## src/rtl/mem_port_arbiter_if.sv

```systemverilog
`default_nettype none
// ============================================================================
// Module      : mem_port_arbiter_if
// Description : Requester, response and memory-side bundle of the block-wide
//               main-memory port arbiter.
// Revision    : 1.0 - initial release
// ============================================================================
interface mem_port_arbiter_if #(
    parameter int NUM_REQ    = 4,
    parameter int ADDR_WIDTH = 12,
    parameter int DATA_WIDTH = 32,
    parameter int BLOCK_SIZE = 8,
    parameter int ID_WIDTH   = $clog2(NUM_REQ)
);
    logic [NUM_REQ-1:0]                       req_cs;
    logic [NUM_REQ-1:0]                       req_rw;
    logic [NUM_REQ*ADDR_WIDTH-1:0]            req_addr;
    logic [NUM_REQ*BLOCK_SIZE*DATA_WIDTH-1:0] req_data;
    logic [NUM_REQ-1:0]                       resp_ack;
    logic [BLOCK_SIZE*DATA_WIDTH-1:0]         resp_data;
    logic                                     mem_cs;
    logic                                     mem_rw;
    logic [ADDR_WIDTH-1:0]                    mem_addr;
    logic [BLOCK_SIZE*DATA_WIDTH-1:0]         mem_data;
    logic                                     mem_ack;
    logic [BLOCK_SIZE*DATA_WIDTH-1:0]         mem_rdata;
    logic                                     busy;
    logic [ID_WIDTH-1:0]                      grant_id;

    // Arbiter side: serves the requesters, masters the memory port.
    modport slave (
        input  req_cs, req_rw, req_addr, req_data, mem_ack, mem_rdata,
        output resp_ack, resp_data, mem_cs, mem_rw, mem_addr, mem_data,
        output busy, grant_id
    );

    // Environment side: requesters plus memory controller.
    modport master (
        output req_cs, req_rw, req_addr, req_data, mem_ack, mem_rdata,
        input  resp_ack, resp_data, mem_cs, mem_rw, mem_addr, mem_data,
        input  busy, grant_id
    );
endinterface
`default_nettype wire

```

## src/rtl/mem_port_arbiter.sv

```systemverilog
`default_nettype none
// ============================================================================
// Module      : mem_port_arbiter
// Description : Round-robin arbiter sharing one block-wide memory port among
//               NUM_REQ cache controllers; all outputs registered.
// Revision    : 1.0 - initial release
// ============================================================================
module mem_port_arbiter #(
    parameter int NUM_REQ    = 4,
    parameter int ADDR_WIDTH = 12,
    parameter int DATA_WIDTH = 32,
    parameter int BLOCK_SIZE = 8,
    parameter int ID_WIDTH   = $clog2(NUM_REQ)
) (
    input  logic               clk,
    input  logic               rst_n,
    mem_port_arbiter_if.slave  bus
);
    localparam int c_BLOCK_BITS = BLOCK_SIZE * DATA_WIDTH;

    localparam logic [1:0] S_IDLE = 2'd0;
    localparam logic [1:0] S_BUSY = 2'd1;
    localparam logic [1:0] S_DONE = 2'd2;

    logic [1:0]              r_state;
    logic [ID_WIDTH-1:0]     r_rr_ptr;
    logic [ID_WIDTH-1:0]     r_grant_id;
    logic                    r_mem_cs;
    logic                    r_mem_rw;
    logic [ADDR_WIDTH-1:0]   r_mem_addr;
    logic [c_BLOCK_BITS-1:0] r_mem_data;
    logic [NUM_REQ-1:0]      r_resp_ack;
    logic [c_BLOCK_BITS-1:0] r_resp_data;
    logic                    r_busy;

    logic [ID_WIDTH-1:0]     w_winner;
    logic                    w_any_req;
    logic [ADDR_WIDTH-1:0]   w_addr_arr [NUM_REQ];
    logic [c_BLOCK_BITS-1:0] w_data_arr [NUM_REQ];

    function automatic logic [ID_WIDTH-1:0] wrap_idx(input logic [ID_WIDTH-1:0] base,
                                                     input int off);
        return ID_WIDTH'((int'(base) + off) % NUM_REQ);
    endfunction

    generate
        for (genvar gi = 0; gi < NUM_REQ; gi++) begin : g_unpack
            assign w_addr_arr[gi] = bus.req_addr[gi*ADDR_WIDTH +: ADDR_WIDTH];
            assign w_data_arr[gi] = bus.req_data[gi*c_BLOCK_BITS +: c_BLOCK_BITS];
        end
    endgenerate

    // Scan from the far end back toward r_rr_ptr so the closest requester wins.
    always_comb begin
        w_winner = r_rr_ptr;
        for (int k = NUM_REQ - 1; k >= 0; k--) begin
            if (bus.req_cs[wrap_idx(r_rr_ptr, k)]) begin
                w_winner = wrap_idx(r_rr_ptr, k);
            end
        end
    end

    assign w_any_req = |bus.req_cs;

    always_ff @(posedge clk or negedge rst_n) begin
        if (!rst_n) begin
            r_state     <= S_IDLE;
            r_rr_ptr    <= '0;
            r_grant_id  <= '0;
            r_mem_cs    <= 1'b0;
            r_mem_rw    <= 1'b0;
            r_mem_addr  <= '0;
            r_mem_data  <= '0;
            r_resp_ack  <= '0;
            r_resp_data <= '0;
            r_busy      <= 1'b0;
        end else begin
            case (r_state)
                S_IDLE: begin
                    r_resp_ack <= '0;
                    if (w_any_req) begin
                        r_grant_id <= w_winner;
                        r_rr_ptr   <= wrap_idx(w_winner, 1);
                        r_mem_rw   <= bus.req_rw[w_winner];
                        r_mem_addr <= w_addr_arr[w_winner];
                        r_mem_data <= w_data_arr[w_winner];
                        r_mem_cs   <= 1'b1;
                        r_busy     <= 1'b1;
                        r_state    <= S_BUSY;
                    end
                end
                S_BUSY: begin
                    if (bus.mem_ack) begin
                        // Write-backs leave the previous read block on resp_data.
                        if (!r_mem_rw) begin
                            r_resp_data <= bus.mem_rdata;
                        end
                        r_mem_cs   <= 1'b0;
                        r_resp_ack <= NUM_REQ'(1) << r_grant_id;
                        r_state    <= S_DONE;
                    end
                end
                S_DONE: begin
                    r_resp_ack <= '0;
                    r_busy     <= 1'b0;
                    r_state    <= S_IDLE;
                end
                default: begin
                    r_resp_ack <= '0;
                    r_mem_cs   <= 1'b0;
                    r_busy     <= 1'b0;
                    r_state    <= S_IDLE;
                end
            endcase
        end
    end

    assign bus.mem_cs    = r_mem_cs;
    assign bus.mem_rw    = r_mem_rw;
    assign bus.mem_addr  = r_mem_addr;
    assign bus.mem_data  = r_mem_data;
    assign bus.resp_ack  = r_resp_ack;
    assign bus.resp_data = r_resp_data;
    assign bus.busy      = r_busy;
    assign bus.grant_id  = r_grant_id;
endmodule
`default_nettype wire

```

## src/flat_wrapper.sv

```systemverilog
// flat-port wrapper written by rule: the top's interface ports become plain ports
module mem_port_arbiter_flat 
#(
    parameter int NUM_REQ    = 4,
    parameter int ADDR_WIDTH = 12,
    parameter int DATA_WIDTH = 32,
    parameter int BLOCK_SIZE = 8,
    parameter int ID_WIDTH   = $clog2(NUM_REQ)
)
  (clk, rst_n, bus_req_cs, bus_req_rw, bus_req_addr, bus_req_data, bus_mem_ack, bus_mem_rdata, bus_resp_ack, bus_resp_data, bus_mem_cs, bus_mem_rw, bus_mem_addr, bus_mem_data, bus_busy, bus_grant_id);
  mem_port_arbiter_if #(.NUM_REQ(NUM_REQ), .ADDR_WIDTH(ADDR_WIDTH), .DATA_WIDTH(DATA_WIDTH), .BLOCK_SIZE(BLOCK_SIZE), .ID_WIDTH(ID_WIDTH)) bus_i ();
  input  logic clk;
  input  logic rst_n;
  input wire logic [$bits(bus_i.req_cs)-1:0] bus_req_cs;
  input wire logic [$bits(bus_i.req_rw)-1:0] bus_req_rw;
  input wire logic [$bits(bus_i.req_addr)-1:0] bus_req_addr;
  input wire logic [$bits(bus_i.req_data)-1:0] bus_req_data;
  input wire logic [$bits(bus_i.mem_ack)-1:0] bus_mem_ack;
  input wire logic [$bits(bus_i.mem_rdata)-1:0] bus_mem_rdata;
  output wire logic [$bits(bus_i.resp_ack)-1:0] bus_resp_ack;
  output wire logic [$bits(bus_i.resp_data)-1:0] bus_resp_data;
  output wire logic [$bits(bus_i.mem_cs)-1:0] bus_mem_cs;
  output wire logic [$bits(bus_i.mem_rw)-1:0] bus_mem_rw;
  output wire logic [$bits(bus_i.mem_addr)-1:0] bus_mem_addr;
  output wire logic [$bits(bus_i.mem_data)-1:0] bus_mem_data;
  output wire logic [$bits(bus_i.busy)-1:0] bus_busy;
  output wire logic [$bits(bus_i.grant_id)-1:0] bus_grant_id;
  assign bus_i.req_cs = bus_req_cs;
  assign bus_i.req_rw = bus_req_rw;
  assign bus_i.req_addr = bus_req_addr;
  assign bus_i.req_data = bus_req_data;
  assign bus_i.mem_ack = bus_mem_ack;
  assign bus_i.mem_rdata = bus_mem_rdata;
  assign bus_resp_ack = bus_i.resp_ack;
  assign bus_resp_data = bus_i.resp_data;
  assign bus_mem_cs = bus_i.mem_cs;
  assign bus_mem_rw = bus_i.mem_rw;
  assign bus_mem_addr = bus_i.mem_addr;
  assign bus_mem_data = bus_i.mem_data;
  assign bus_busy = bus_i.busy;
  assign bus_grant_id = bus_i.grant_id;
  mem_port_arbiter #(.NUM_REQ(NUM_REQ), .ADDR_WIDTH(ADDR_WIDTH), .DATA_WIDTH(DATA_WIDTH), .BLOCK_SIZE(BLOCK_SIZE), .ID_WIDTH(ID_WIDTH)) u_core (.clk(clk), .rst_n(rst_n), .bus(bus_i));
endmodule
```

## config.mk

```make
export PLATFORM = sky130hd
export DESIGN_NAME = mem_port_arbiter_flat
export DESIGN_NICKNAME = d
export VERILOG_FILES = /design/src/rtl/mem_port_arbiter_if.sv /design/src/rtl/mem_port_arbiter.sv /design/src/flat_wrapper.sv
export SDC_FILE = /design/constraint.sdc
export NUM_CORES = 1
export LEC_CHECK = 0
export BUFFER_PORTS_ARGS = -buffer_cell sky130_fd_sc_hd__buf_4
export CAP_MARGIN = 40
export CORE_AREA = 2 2 728 730
export CTS_BUF_LIST = sky130_fd_sc_hd__clkbuf_16
export DETAILED_ROUTE_END_ITERATION = 16
export DIE_AREA = 0 0 730 732
export HOLD_SLACK_MARGIN = 0.15
export PLACE_DENSITY = 0.3
export SLEW_MARGIN = 10
export SYNTH_ARGS = -nofsm -noshare
export SYNTH_HDL_FRONTEND = slang
export SYNTH_SLANG_ARGS = --single-unit
```

## constraint.sdc

```tcl
create_clock -name clk -period 2.3 [get_ports clk]
set_clock_uncertainty 0.15 [all_clocks]
set_input_delay 0.115 -clock clk [delete_from_list [all_inputs] [get_ports clk]]
set_output_delay 0.115 -clock clk [all_outputs]
set_load 0.02 [all_outputs]
```

==> flow_summary.json <==
{
  "fin_crit_sh_pct": 109.0,
  "power.leakage_uw": 0.03439,
  "rows": 267,
  "cp-end-kind": "register",
  "cts_num_sinks": 537,
  "crit_path_cell_trace": "and3b_1, or4_4, a21o_4, buf_12, buf_12, a211oi_1, a211oi_1",
  "cp.depth": 7,
  "relSlewSlack_pct": 56.07,
  "utilization_pct": 15.64,
  "cp_top_family": "simple AND/OR/NAND/NOR gates",
  "worst_pin_slew_ps": 656.7,
  "place.gp.congestion": 0.9239,
  "syn-num-nets": 4061,
  "die_height_um": 732,
  "total_power_uw": 85010,
  "dr.max_layer_used": "met5",
  "rr_startpoint": "u_core.r_rr_ptr[1]$_DFFE_PN0P_",
  "overflow": 0,
  "wirelength_um": 401000,
  "ys_types": 30,
  "hold_class": "input port to register",
  "io_buffer_count": 1871,
  "worstPathMaxFanout": 28,
  "dieArea_um2": 534400,
  "startpoint_type": "register",
  "cts_tree": "built",
  "cts_htree_levels": 3,
  "clkSlewWorstSetupHoldPaths_ps": 60,
  "numPlacedInstances": 11690,
  "dr_wl_met2_um": 183400,
  "worstPathArrival_ps": 3000,
  "start_util_pct": 5.566,
  "power_per_cell_area_nw_per_um2": 1032,
  "ios": 1872,
  "ir_drop_mv": 0.9440,
  "syn2layout_area_growth_pct": 180.9,
  "multi_input_area_um2": 14800,
  "drtAntennaViolNets": 0,
  "dr_wl_met3_um": 42220,
  "drive_gt1_share_pct": 42.19,
  "grt_pass1_vias": 46301,
  "finalSetupViolCount": 237,
  "hpwl_um": 344800,
  "synthCells": 2722,
  "viasPerCell": 3.013,
  "path_class": "register to register",
  "crit_buf_inv": 2,
  "outcome": "finished with violations",
  "insertion_delay_ps": 780,
  "crit_path_top_delay_cell": "or4_4",
  "synth-seq-cells": 537,
  "drc": 0,
  "drt_first_pass_iters": 6,
  "hold_path_startpoint": "bus_req_data[323]",
  "critPathMaxStageDelay_ps": 490,
  "fin_ws_ps": -206.6,
  "grtUsageTotal_pct": 14.30,
  "syn_area_um2": 29320,
  "grt_start_max_net_pins": 80,
  "fillCellCount": 59214,
  "slew_viol_final": 0,
  "critical_path_required_ps": 2790,
  "crit_start": "u_core.r_rr_ptr[1]$_DFFE_PN0P_",
  "via_count": 42942,
  "drt_iter0_drc": 2055,
  "core-area_um2": 526800,
  "layout.cells.non_filler": 14253,
  "synth_area_leader_cell": "dfrtp_1",
  "tns_ps": -25040,
  "syn_area_per_cell_um2": 10.77,
  "hold_viol_final": 0,
  "die_width_um": 730,
  "worstHoldPathCells": 4,
  "max-clock-path-buffers": 4,
  "numCtsBuffers": 90,
  "root_buffer": "clkbuf_16",
  "min_period_ps": 2507,
  "antenna_found_initial": 368,
  "violations": "setup timing",
  "rsz0062_at_grt": "yes",
  "wl_per_cell_um": 28.13,
  "drv_cap": 0,
  "synth_top_area_share_pct": 45.83,
  "fmax_mhz": 398.9,
  "fin_nets": 8400,
  "ys_warn_count": 0,
  "wirelength_met1_um": 152800,
  "grt_pass1_wl_um": 499000,
  "synthTopCellsByArea": "dfrtp_1, mux2_2, mux2i_1",
  "yosysSeqAreaShare_pct": 45.83,
  "seq_area_um2": 13440,
  "r2r.worst_path.cells": 7,
  "dp_slack_ps": -424.9
}
## cells in the mapped netlist
cell type,count
dfrtp_1,537
a211oi_1,340
nor2_1,275
inv_1,271
a31oi_1,269
mux2i_1,269
mux2_2,257
a211oi_2,199
clkbuf_1,134
buf_2,82
buf_6,22
buf_1,19
nand2_1,9
buf_4,7
a21oi_1,5
o21ai_0,5
nor2b_1,4
nor3_1,3
a211o_1,2
clkbuf_4,2
nand3b_1,2
a21o_1,1
and3_1,1
and3b_1,1
nand2b_1,1
nand3_1,1
o21ai_2,1
o21bai_1,1
or4_1,1
xnor2_1,1
## registers in the layout, summed over array words and instances, names as in the netlist
register,count
u_core.bus.resp_ack,4
u_core.bus.mem_rw,1
u_core.r_state,2
u_core.r_rr_ptr,2
u_core.bus.busy,1
u_core.bus.resp_data,256
u_core.bus.grant_id,2
u_core.bus.mem_data,256
u_core.bus.mem_addr,12
u_core.bus.mem_cs,1
## where the power goes
part	switching, uW	leakage, uW	total (uW)	internal (uW)
Clock	5820	0.00145	13900	8100
Sequential	3800	0.00617	18100	14300
Combinational	30800	0.0268	53000	22200
## layout by cell type, fill, tap and decap left out, types with 31 or more instances in the layout
master / count
dlygate4sd3_1: 2231
buf_4: 2128
dfrtp_1: 537
inv_1: 295
a211oi_1: 287
nor2_1: 274
mux2_2: 257
a31oi_1: 239
a211oi_2: 221
mux2i_1: 211
diode_2: 137
clkbuf_16: 96
buf_12: 74
mux2i_2: 34
buf_6: 34
a211oi_4: 31
## cell type report
cell class | instances | area share [%]
timing repair buffer | 4513 | 50.05
tap | 6994 | 10.62
clock buffer | 91 | 2.764
multi-input combinational | 1648 | 17.96
inverter | 271 | 1.235
clock inverter | 62 | 0.6364
antenna | 137 | 0.4162
sequential | 537 | 16.31
## per-stage QoR
stage	hold slack, ps	instance area [um^2]
after global routing	159.3	82250
after detailed placement	-84.24	54520
after global placement	-81.19	54520
final	203.4	82380
after floorplan	-330.6	29320
after CTS	150.1	81030
## layer usage
layer | up-vias | global-route usage (%)
li1 | 18904 | -
met1 | 21026 | 15.94
met2 | 2071 | 23.56
met3 | 755 | 6.175
met4 | 186 | 6.309
met5 | - | 0
## cells by family after synthesis
kind of cell | synth area share (%)
AO/OA/AOI/OAI | 23.25
XOR/XNOR | 0.02988
buffers and inverters | 7.903
flip-flops | 45.83
multiplexers | 19.05
AND/OR/NAND/NOR | 3.939
## tightest hold or removal path, stage by stage
cell	delay, ps
dlygate4sd3_1	650
buf_4	180
mux2i_1	140
a211oi_1	90
## timing repair
| action | CTS | global route |
|---|---|---|
| setup endpoints to repair | 304 | 521 |
| resized for setup | 178 | 138 |
| buffers inserted | 13 | 12 |
| hold endpoints to repair | 1072 | 4 |
| pin swaps | 33 | 18 |
| gates cloned | 11 | 5 |
| hold buffers | 2232 | 1 |
## final timing paths
kind / endpoint / slack (ps)
worst max register to register: u_core.bus.mem_addr[4]$_DFFE_PN0P_ / -210
worst min register to register: u_core.bus.resp_data[226]$_DFFE_PN0P_ / 350
min in group asynchronous: u_core.bus.mem_data[191]$_DFFE_PN0P_ / 430
worst max-delay path: u_core.bus.mem_addr[4]$_DFFE_PN0P_ / -210
max in group asynchronous: u_core.bus.resp_data[107]$_DFFE_PN0P_ / 850
worst min-delay path: u_core.bus.mem_data[67]$_DFFE_PN0P_ / 200
No activity file was read; power rests on OpenSTA's default activity.
